==> src/rtl/hsid_band_pack_gen.sv <==
// hsid_band_pack_gen
// Walks a hyperspectral library and streams pixel/library word pairs
// ("band packs", two bands per word) to the MSE engine. One start request
// produces W = (bands+1)/2 words per vector times library_size vectors,
// issued back-to-back. Both read ports have one cycle of read latency, so each
// beat appears one cycle after its read request.
//
// Optional feature macro: HSID_BAND_PACK_MASK_EN
//   defined   -> for an odd band count, the upper half of the last word of each
//                vector is forced to zero on both band_pack_a and band_pack_b
//   undefined -> memory data is passed through untouched
//
// Ports
//   clk, rst_n                  clock, asynchronous active-low reset
//   clear                       synchronous abort back to IDLE (beats start)
//   start                       one-cycle scan request, taken only when idle
//   hsp_bands_in                bands per vector, latched on an accepted start
//   hsp_library_size_in         library vector count, latched on accepted start
//   pixel_rd_en/addr/rd_data    pixel buffer read port (word index 0..W-1)
//   lib_rd_en/addr/rd_data      library buffer read port (0..W*size-1)
//   band_pack_a/b               pixel/library word of the current beat
//   band_pack_valid/start/last  beat qualifiers (start = word 0, last = W-1)
//   hsp_ref                     vector index of the current beat
//   hsp_bands                   latched band count
//   idle, done                  status; done is a one-cycle pulse

`ifndef HSID_WORD_WIDTH
`define HSID_WORD_WIDTH 32
`endif
`ifndef HSID_HSP_BANDS_WIDTH
`define HSID_HSP_BANDS_WIDTH 8
`endif
`ifndef HSID_HSP_LIBRARY_WIDTH
`define HSID_HSP_LIBRARY_WIDTH 8
`endif

module hsid_band_pack_gen #(
    parameter int WORD_WIDTH        = `HSID_WORD_WIDTH,
    parameter int HSP_BANDS_WIDTH   = `HSID_HSP_BANDS_WIDTH,
    parameter int HSP_LIBRARY_WIDTH = `HSID_HSP_LIBRARY_WIDTH,
    parameter int ADDR_WIDTH        = HSP_BANDS_WIDTH + HSP_LIBRARY_WIDTH
) (
    input  logic                         clk,
    input  logic                         rst_n,
    input  logic                         clear,
    input  logic                         start,
    input  logic [HSP_BANDS_WIDTH-1:0]   hsp_bands_in,
    input  logic [HSP_LIBRARY_WIDTH-1:0] hsp_library_size_in,
    output logic                         pixel_rd_en,
    output logic [HSP_BANDS_WIDTH-1:0]   pixel_addr,
    input  logic [WORD_WIDTH-1:0]        pixel_rd_data,
    output logic                         lib_rd_en,
    output logic [ADDR_WIDTH-1:0]        lib_addr,
    input  logic [WORD_WIDTH-1:0]        lib_rd_data,
    output logic [WORD_WIDTH-1:0]        band_pack_a,
    output logic [WORD_WIDTH-1:0]        band_pack_b,
    output logic                         band_pack_valid,
    output logic                         band_pack_start,
    output logic                         band_pack_last,
    output logic [HSP_LIBRARY_WIDTH-1:0] hsp_ref,
    output logic [HSP_BANDS_WIDTH-1:0]   hsp_bands,
    output logic                         idle,
    output logic                         done
);

    typedef enum logic [1:0] {
        IDLE  = 2'd0,
        READ  = 2'd1,
        DRAIN = 2'd2,
        DONE  = 2'd3
    } state_t;

    state_t state_q, state_d;

    logic                         accept;
    logic                         rd_en;
    logic                         zero_cfg;
    logic                         final_read;
    logic                         word_last;
    logic [HSP_BANDS_WIDTH-1:0]   words_in;
    logic [HSP_BANDS_WIDTH-1:0]   words_last_in;
    logic [HSP_BANDS_WIDTH-1:0]   bands_q;
    logic [HSP_BANDS_WIDTH-1:0]   words_q;
    logic [HSP_BANDS_WIDTH-1:0]   words_last_q;
    logic [HSP_LIBRARY_WIDTH-1:0] size_last_q;
    logic [HSP_BANDS_WIDTH-1:0]   word_idx;
    logic [HSP_LIBRARY_WIDTH-1:0] vec_idx;
    logic [ADDR_WIDTH-1:0]        lib_base;
    logic                         valid_q;
    logic                         start_q;
    logic                         last_q;
    logic [HSP_LIBRARY_WIDTH-1:0] ref_q;
    logic [WORD_WIDTH-1:0]        data_keep;

    // (bands+1)>>1 written as floor(bands/2) + lsb so it never overflows
    assign words_in      = {1'b0, hsp_bands_in[HSP_BANDS_WIDTH-1:1]}
                         + HSP_BANDS_WIDTH'(hsp_bands_in[0]);
    assign words_last_in = words_in - HSP_BANDS_WIDTH'(1);
    assign zero_cfg      = (hsp_bands_in == '0) || (hsp_library_size_in == '0);
    assign word_last     = (word_idx == words_last_q);
    assign final_read    = word_last && (vec_idx == size_last_q);

    always_ff @(posedge clk or negedge rst_n) begin
        if (!rst_n) begin
            state_q <= IDLE;
        end else begin
            state_q <= state_d;
        end
    end

    // Clear overrides everything, including a start in the same cycle
    always_comb begin
        state_d = state_q;
        accept  = 1'b0;
        rd_en   = 1'b0;
        case (state_q)
            IDLE: begin
                if (start) begin
                    accept  = 1'b1;
                    state_d = zero_cfg ? DONE : READ;
                end
            end
            READ: begin
                rd_en = 1'b1;
                if (final_read) begin
                    state_d = DRAIN;
                end
            end
            DRAIN:   state_d = DONE;
            DONE:    state_d = IDLE;
            default: state_d = IDLE;
        endcase
        if (clear) begin
            state_d = IDLE;
            accept  = 1'b0;
        end
    end

    // Library base advances by W per vector, so no multiplier is needed.
    // The beat qualifiers are registered alongside the one-cycle read latency;
    // on clear the read issued this cycle is dropped by clearing valid_q.
    always_ff @(posedge clk or negedge rst_n) begin
        if (!rst_n) begin
            bands_q      <= '0;
            words_q      <= '0;
            words_last_q <= '0;
            size_last_q  <= '0;
            word_idx     <= '0;
            vec_idx      <= '0;
            lib_base     <= '0;
            valid_q      <= 1'b0;
            start_q      <= 1'b0;
            last_q       <= 1'b0;
            ref_q        <= '0;
        end else if (clear) begin
            word_idx <= '0;
            vec_idx  <= '0;
            lib_base <= '0;
            valid_q  <= 1'b0;
            start_q  <= 1'b0;
            last_q   <= 1'b0;
            ref_q    <= '0;
        end else begin
            if (accept) begin
                bands_q      <= hsp_bands_in;
                words_q      <= words_in;
                words_last_q <= words_last_in;
                size_last_q  <= hsp_library_size_in - HSP_LIBRARY_WIDTH'(1);
                word_idx     <= '0;
                vec_idx      <= '0;
                lib_base     <= '0;
            end else if (rd_en) begin
                if (word_last) begin
                    word_idx <= '0;
                    vec_idx  <= vec_idx + HSP_LIBRARY_WIDTH'(1);
                    lib_base <= lib_base + ADDR_WIDTH'(words_q);
                end else begin
                    word_idx <= word_idx + HSP_BANDS_WIDTH'(1);
                end
            end
            valid_q <= rd_en;
            start_q <= rd_en && (word_idx == '0);
            last_q  <= rd_en && word_last;
            if (rd_en) begin
                ref_q <= vec_idx;
            end
        end
    end

`ifdef HSID_BAND_PACK_MASK_EN
    logic mask_q;

    // Marks the last word of a vector with an odd band count, whose upper
    // half holds no real band
    always_ff @(posedge clk or negedge rst_n) begin
        if (!rst_n) begin
            mask_q <= 1'b0;
        end else if (clear) begin
            mask_q <= 1'b0;
        end else begin
            mask_q <= rd_en && word_last && bands_q[0];
        end
    end

    assign data_keep = {{(WORD_WIDTH - WORD_WIDTH/2){~mask_q}}, {(WORD_WIDTH/2){1'b1}}}
                     & {WORD_WIDTH{valid_q}};
`else
    assign data_keep = {WORD_WIDTH{valid_q}};
`endif

    assign pixel_rd_en     = rd_en;
    assign lib_rd_en       = rd_en;
    assign pixel_addr      = rd_en ? word_idx : '0;
    assign lib_addr        = rd_en ? (lib_base + ADDR_WIDTH'(word_idx)) : '0;
    assign band_pack_a     = pixel_rd_data & data_keep;
    assign band_pack_b     = lib_rd_data & data_keep;
    assign band_pack_valid = valid_q;
    assign band_pack_start = start_q;
    assign band_pack_last  = last_q;
    assign hsp_ref         = ref_q;
    assign hsp_bands       = bands_q;
    assign idle            = (state_q == IDLE);
    assign done            = (state_q == DONE);

endmodule
==> config.mk <==
export PLATFORM = sky130hd
export DESIGN_NAME = hsid_band_pack_gen
export DESIGN_NICKNAME = d
export VERILOG_FILES = /design/src/rtl/hsid_band_pack_gen.sv
export SDC_FILE = /design/constraint.sdc
export NUM_CORES = 1
export LEC_CHECK = 0
export CAP_MARGIN = 20
export CORE_UTILIZATION = 41
export CTS_CLUSTER_SIZE = 25
export DETAILED_ROUTE_END_ITERATION = 10
export GPL_TIMING_DRIVEN = 0
export PLACE_DENSITY = 0.78
export SYNTH_ARGS = -nofsm -noshare
export SYNTH_HDL_FRONTEND = slang
export SYNTH_SLANG_ARGS = --single-unit
==> constraint.sdc <==
create_clock -name clk -period 2.09 [get_ports clk]
set_input_delay 0.3135 -clock clk [delete_from_list [all_inputs] [get_ports clk]]
set_output_delay 0.3135 -clock clk [all_outputs]
set_load 0.005 [all_outputs]
Word level (Yosys, flattened, before mapping) --
Index checks and enable logic that the tools add are counted.
Operators by class: equal/unequal tests 7, reduce and logical (&&, ||, !) cells 14, multiplexer cells 28, bitwise gates (word level) 3, add/subtract/negate cells 7
Operator list (number):
- two-way mux 8 bit | 11
- two-way mux 16 bit | 5
- bitwise AND 32 bit | 2
- adder 16 x 8 -> 16 bit | 2
- zero test 8 bit | 3
- adder 8 x 1 -> 8 bit, second input constant | 2
- == test 8 bit | 2
- subtractor 8 x 1 -> 8 bit, second input constant | 2
- adder 7 x 1 -> 8 bit | 1
- two-way mux 2 bit | 4
- case mux 2 bit (4 select lines) | 1
- two-way mux 1 bit | 7
- inequality test 3 bit, second input constant | 2
- AND reduction 2 bit | 3
- nonzero test 3 bit | 2
- == test 2 bit, second input constant | 2
- logical AND 1 bit | 3
- == test 2 x 1 -> 1 bit, second input constant | 1
- zero test 2 bit | 1
- nonzero test 2 bit | 1
- logical OR 1 bit | 1
- NOT 1 bit | 1
Word-level totals: logic and storage cells 71, register bits 77, output and inout bits 111, bits of input ports 84

Longest topological paths before layout --
depth after elaboration 6, depth in mapped cells 9, gate-level depth less buffers 8

Least setup slack after synthesis --
No wires, ideal clock.
path kind reg2out, start register word_idx[0], end output lib_addr[12], data required time 1776 ps, cell stages (with the launch flop) 9, arrival time 1997 ps, setup slack -220 ps, buffers on the path 0, cell sequence dfrtp_1 ha_1 inv_1 fa_1 nor2b_1 o2111ai_1 a31oi_1 nor2b_1 mux2i_1
On the way: word-level cells in the longest chain between the ends 2
Ends and longest elaborated chain:
- start, declared | line 86 | logic [HSP_BANDS_WIDTH-1:0] word_idx;
- start signal, assigned | line 178 | word_idx <= word_idx + HSP_BANDS_WIDTH'(1);
- adder 16 x 8 -> 16 bit | line 214 | assign lib_addr = rd_en ? (lib_base + ADDR_WIDTH'(word_idx)) : '0;
- two-way mux 16 bit | line 214
- end, declared | line 53 | output logic [ADDR_WIDTH-1:0] lib_addr,
No other way between the ends.

Worst setup path after layout --
start register word_idx[6], end output lib_addr[15]
The elaborated chain is that of the path after synthesis.

==> results by group <==
Outcome
  – Status: finished, violations left
  – Failing checks: negative setup slack

Routing
  – WL final: 22.65 mm
  – Starting DRC count in detailed routing: 420
  – Via count: 6014
  – Via density: 5.700
  – Pre-antenna DRT Iters: 5
  – Residual DRC: 0
  – Detail Route Antenna Nets: 0
  – Wire length per cell: 21.47 um

Layout
  – Layout net count: 989
  – Fin area: 8869 um^2
  – Proportion of layout cells with a drive suffix above 1: 24.77%
  – Area grow syn2layout: 65.88%
  – Final core occ: 69.99%

Die
  – Die Height: 116.2 um
  – Die area: 13500 um^2
  – I/O Pins: 195
  – Initial core utilization: 42.19%
  – Core area: 12670 um^2
  – Die width: 116.2 um
  – Num rows: 41

Place
  – Pre-CTS WS: -973.4 ps
  – I/O Buffers: 194
  – Post-placement cell area: 7576 um^2
  – Final GP Congestion: 0.9085
  – DPL Wire Length: 14.42 mm

Power
  – Power density cells: 820.4 nW/um^2
  – Switching power: 2692 uW
  – Leak: 0.003640 uW
  – Switch share: 37.00%
  – Clk pwr share: 24.6%
  – Cell Int Power: 4584 uW
  – Flop pwr share: 29.4%
  – Logic pwr share: 46.1%
  – IR drop worst, VDD: 0.7925 mV

STA
  – Minimum clock period: 2881 ps
  – Final slew viol count: 0
  – Clock Skews: 7.346 ps
  – FMAX: 347.0 MHz
  – RSZ-0062 raised after global routing: true
  – Max-slew headroom: 52.92%
  – Worst-Margin Slew: 706.1 ps
  – Final hold vios: 0
  – Final Cycle Share: 137.9%
  – Setup violators final: 24
  – TNS Setup: -11790 ps
  – Worst Slack Setup Final: -791.5 ps

Job
  – Max-Cap Viols: 0

Synthesis
  – Sequential fraction of the synthesis area: 36.04%
  – Yosys warning count: 0
  – Synth Instances: 613
  – Top_reg_cell synth: dfrtp_1
  – Syn Area/Cell: 8.722 um^2
  – Synth Net Count: 727
  – Yosys cell types: 58
  – Post-synthesis async set-or-reset flop share: 100.0%
  – EDFF count, synth: 0
  – Mapped Area: 5346 um^2
  – Yosys reg bits: 77

Setup path
  – Kind of critical path: flop to output port
  – Crit-path max cell delay: 460 ps
  – Critical path's top delay family: compound AO/OA/AOI/OAI gates
  – R2r startpoint: lib_base[0]$_DFFE_PN0P_
  – Required time worst endpoint: 1780 ps
  – Crit path max-delay cell type: dfrtp_2
  – Most used cell, CP: a21oi_2
  – CP cell instances: ha_4 -> a21oi_2 -> o2111ai_4 -> a31oi_4 -> o21ai_1 -> a21oi_2 -> buf_2
  – RR Endpoint: lib_base[10]$_DFFE_PN0P_
  – Crit start category: flop
  – Levels on crit path: 7
  – Worst Setup End Kind: output port
  – FF-to-FF path depth: 9
  – Critical Path End: lib_addr[15]
  – Setup slack, reg-to-reg: -420 ps
  – WP buf/inv: 1
  – Critical path arrival: 2570 ps
  – CP startpoint: word_idx[6]$_DFFE_PN0P_
  – CP max FO: 8

CTS
  – H-tree depth: 3
  – Worst-path clk slew: 60 ps
  – Clock sink total: 77
  – CTS tree: done
  – Max clock buf depth: 2
  – Total CTS buffers: 9
  – CTS root buf: clkbuf_16
  – Clk_lat worst skew: 350 ps

Global route
  – Gr usage total: 31.05%
  – First-pass GRT wire length: 31.59 mm
  – GRT overflow: 0
  – Largest net degree at the start of global routing: 51
  – Initial antenna violation count: 3
  – Vias in the first global route: 5872

Min path
  – HP Class: primary input to asynchronous set/reset pin
## metrics by stage
| step | power [uW] | hold WS, ps | cells |
|---|---|---|---|
| after global placement | 4794 | 476.9 | 979 |
| after global routing | 7594 | 491.0 | 1055 |
| after floorplan | 3531 | 17.91 | 613 |
| after detailed placement | 4890 | 271.3 | 980 |
| final | 7276 | 446.5 | 1055 |
| after CTS | 6923 | 461.0 | 1036 |
## per-layer routing
| metal | share of wire, % | GRT usage, % |
|---|---|---|
| met2 | 51 | 56.75 |
| met1 | 33 | 32.49 |
| met3 | 9.4 | 7.732 |
| met4 | 6.8 | 17.52 |
| met5 | 0 | 0 |
## how the worst min path moves through the flow
stage | to | cells past startpoint
after floorplan | band_pack_last$_DFF_PN0_ | 0
after global routing | lib_base[3]$_DFFE_PN0P_ | 2
after CTS | lib_base[2]$_DFFE_PN0P_ | 2
after detailed placement | lib_base[2]$_DFFE_PN0P_ | 1
after global placement | hsp_bands[0]$_DFFE_PN0P_ | 2
final | lib_base[2]$_DFFE_PN0P_ | 2
## power groups by stage
stage	Clock (uW)	Combinational [uW]	Sequential [uW]
floorplan	0	1500	2030
CTS	1760	3070	2100
global route	1830	3610	2150
detailed placement	0	2790	2100
global placement	0	2720	2080
finish	1790	3350	2140
## state kept, by name, summed over array words and instances (netlist names)
register         count
lib_base            16
word_idx             8
words_q              8
band_pack_last       1
vec_idx              8
band_pack_start      1
hsp_ref              8
size_last_q          8
hsp_bands            8
state_q              2
band_pack_valid      1
words_last_q         8
## synthesized netlist by cell type (6+ instances only)
cell | count | area share [%]
and2_1 | 76 | 8.9
mux2_2 | 8 | 1.7
a21oi_1 | 32 | 3.0
nand2_1 | 63 | 4.4
mux2i_1 | 10 | 1.9
dfrtp_1 | 77 | 36
clkbuf_1 | 22 | 1.5
xnor2_1 | 33 | 5.4
or3_1 | 10 | 1.2
nor4_1 | 7 | 0.82
inv_1 | 24 | 1.7
nand4_1 | 14 | 1.6
or4_1 | 6 | 0.84
ha_1 | 28 | 6.6
o31ai_1 | 7 | 0.98
nor2_1 | 39 | 2.7
o21ai_0 | 34 | 3.2
nor3_1 | 9 | 0.84
nand3_1 | 20 | 1.9
xor2_1 | 11 | 1.8
nand2b_1 | 9 | 1.1
## what timing repair did
action                                 CTS  global route
endpoints found under the hold margin   27             0
setup endpoints to repair              132            91
buffers inserted                        42            21
gates resized for setup                148            74
pin swaps                               34            24
hold buffers                             1             0
## worst reg2reg max path: cells and delay by family, from the launching register on
family | cells | cell delay, ps
and+or+nand+nor | 3 | 960
DFF | 1 | 430
AOI/OAI and AO/OA | 2 | 330
adders and majority gates | 2 | 500
buffers and inverters | 2 | 220
## cell usage in the layout, fill, tap and decap left out, drive strengths merged, types with 5 or more instances in the layout
cell and count:
clkdlybuf4s50 168, buf 81, dfrtp 77, and2 76, nand2 63, nor2 39
xnor2 35, o21ai 35, clkbuf 33, a21oi 32, ha 28, inv 25
nand3 21, nand4 14, xor2 11, mux2i 10, dlygate4sd2 10, nor3 10
or3 10, nand2b 9, mux2 8, nor4 7, o31ai 7, or4 6
o211ai 5, o2111ai 5
## cell type report
type,count,area [um^2]
antenna,3,7.507
clock inverter,6,93.84
inverter,24,90.09
buffer,31,219.0
clock buffer,10,239.0
timing repair buffer,253,2380
sequential,77,1942
fill,921,3802
tap,172,215.2
multi-input combinational,479,3682
## logic make-up after synthesis
group                      synth area share [%]
adders and majority gates                 7.302
buffers and inverters                     4.680
muxes                                     3.557
xor gates and xnor gates                  7.817
AOI/OAI and AO/OA                         13.15
and+or+nand+nor                           27.45
DFF                                       36.04
(Power assumes the default switching activity.)
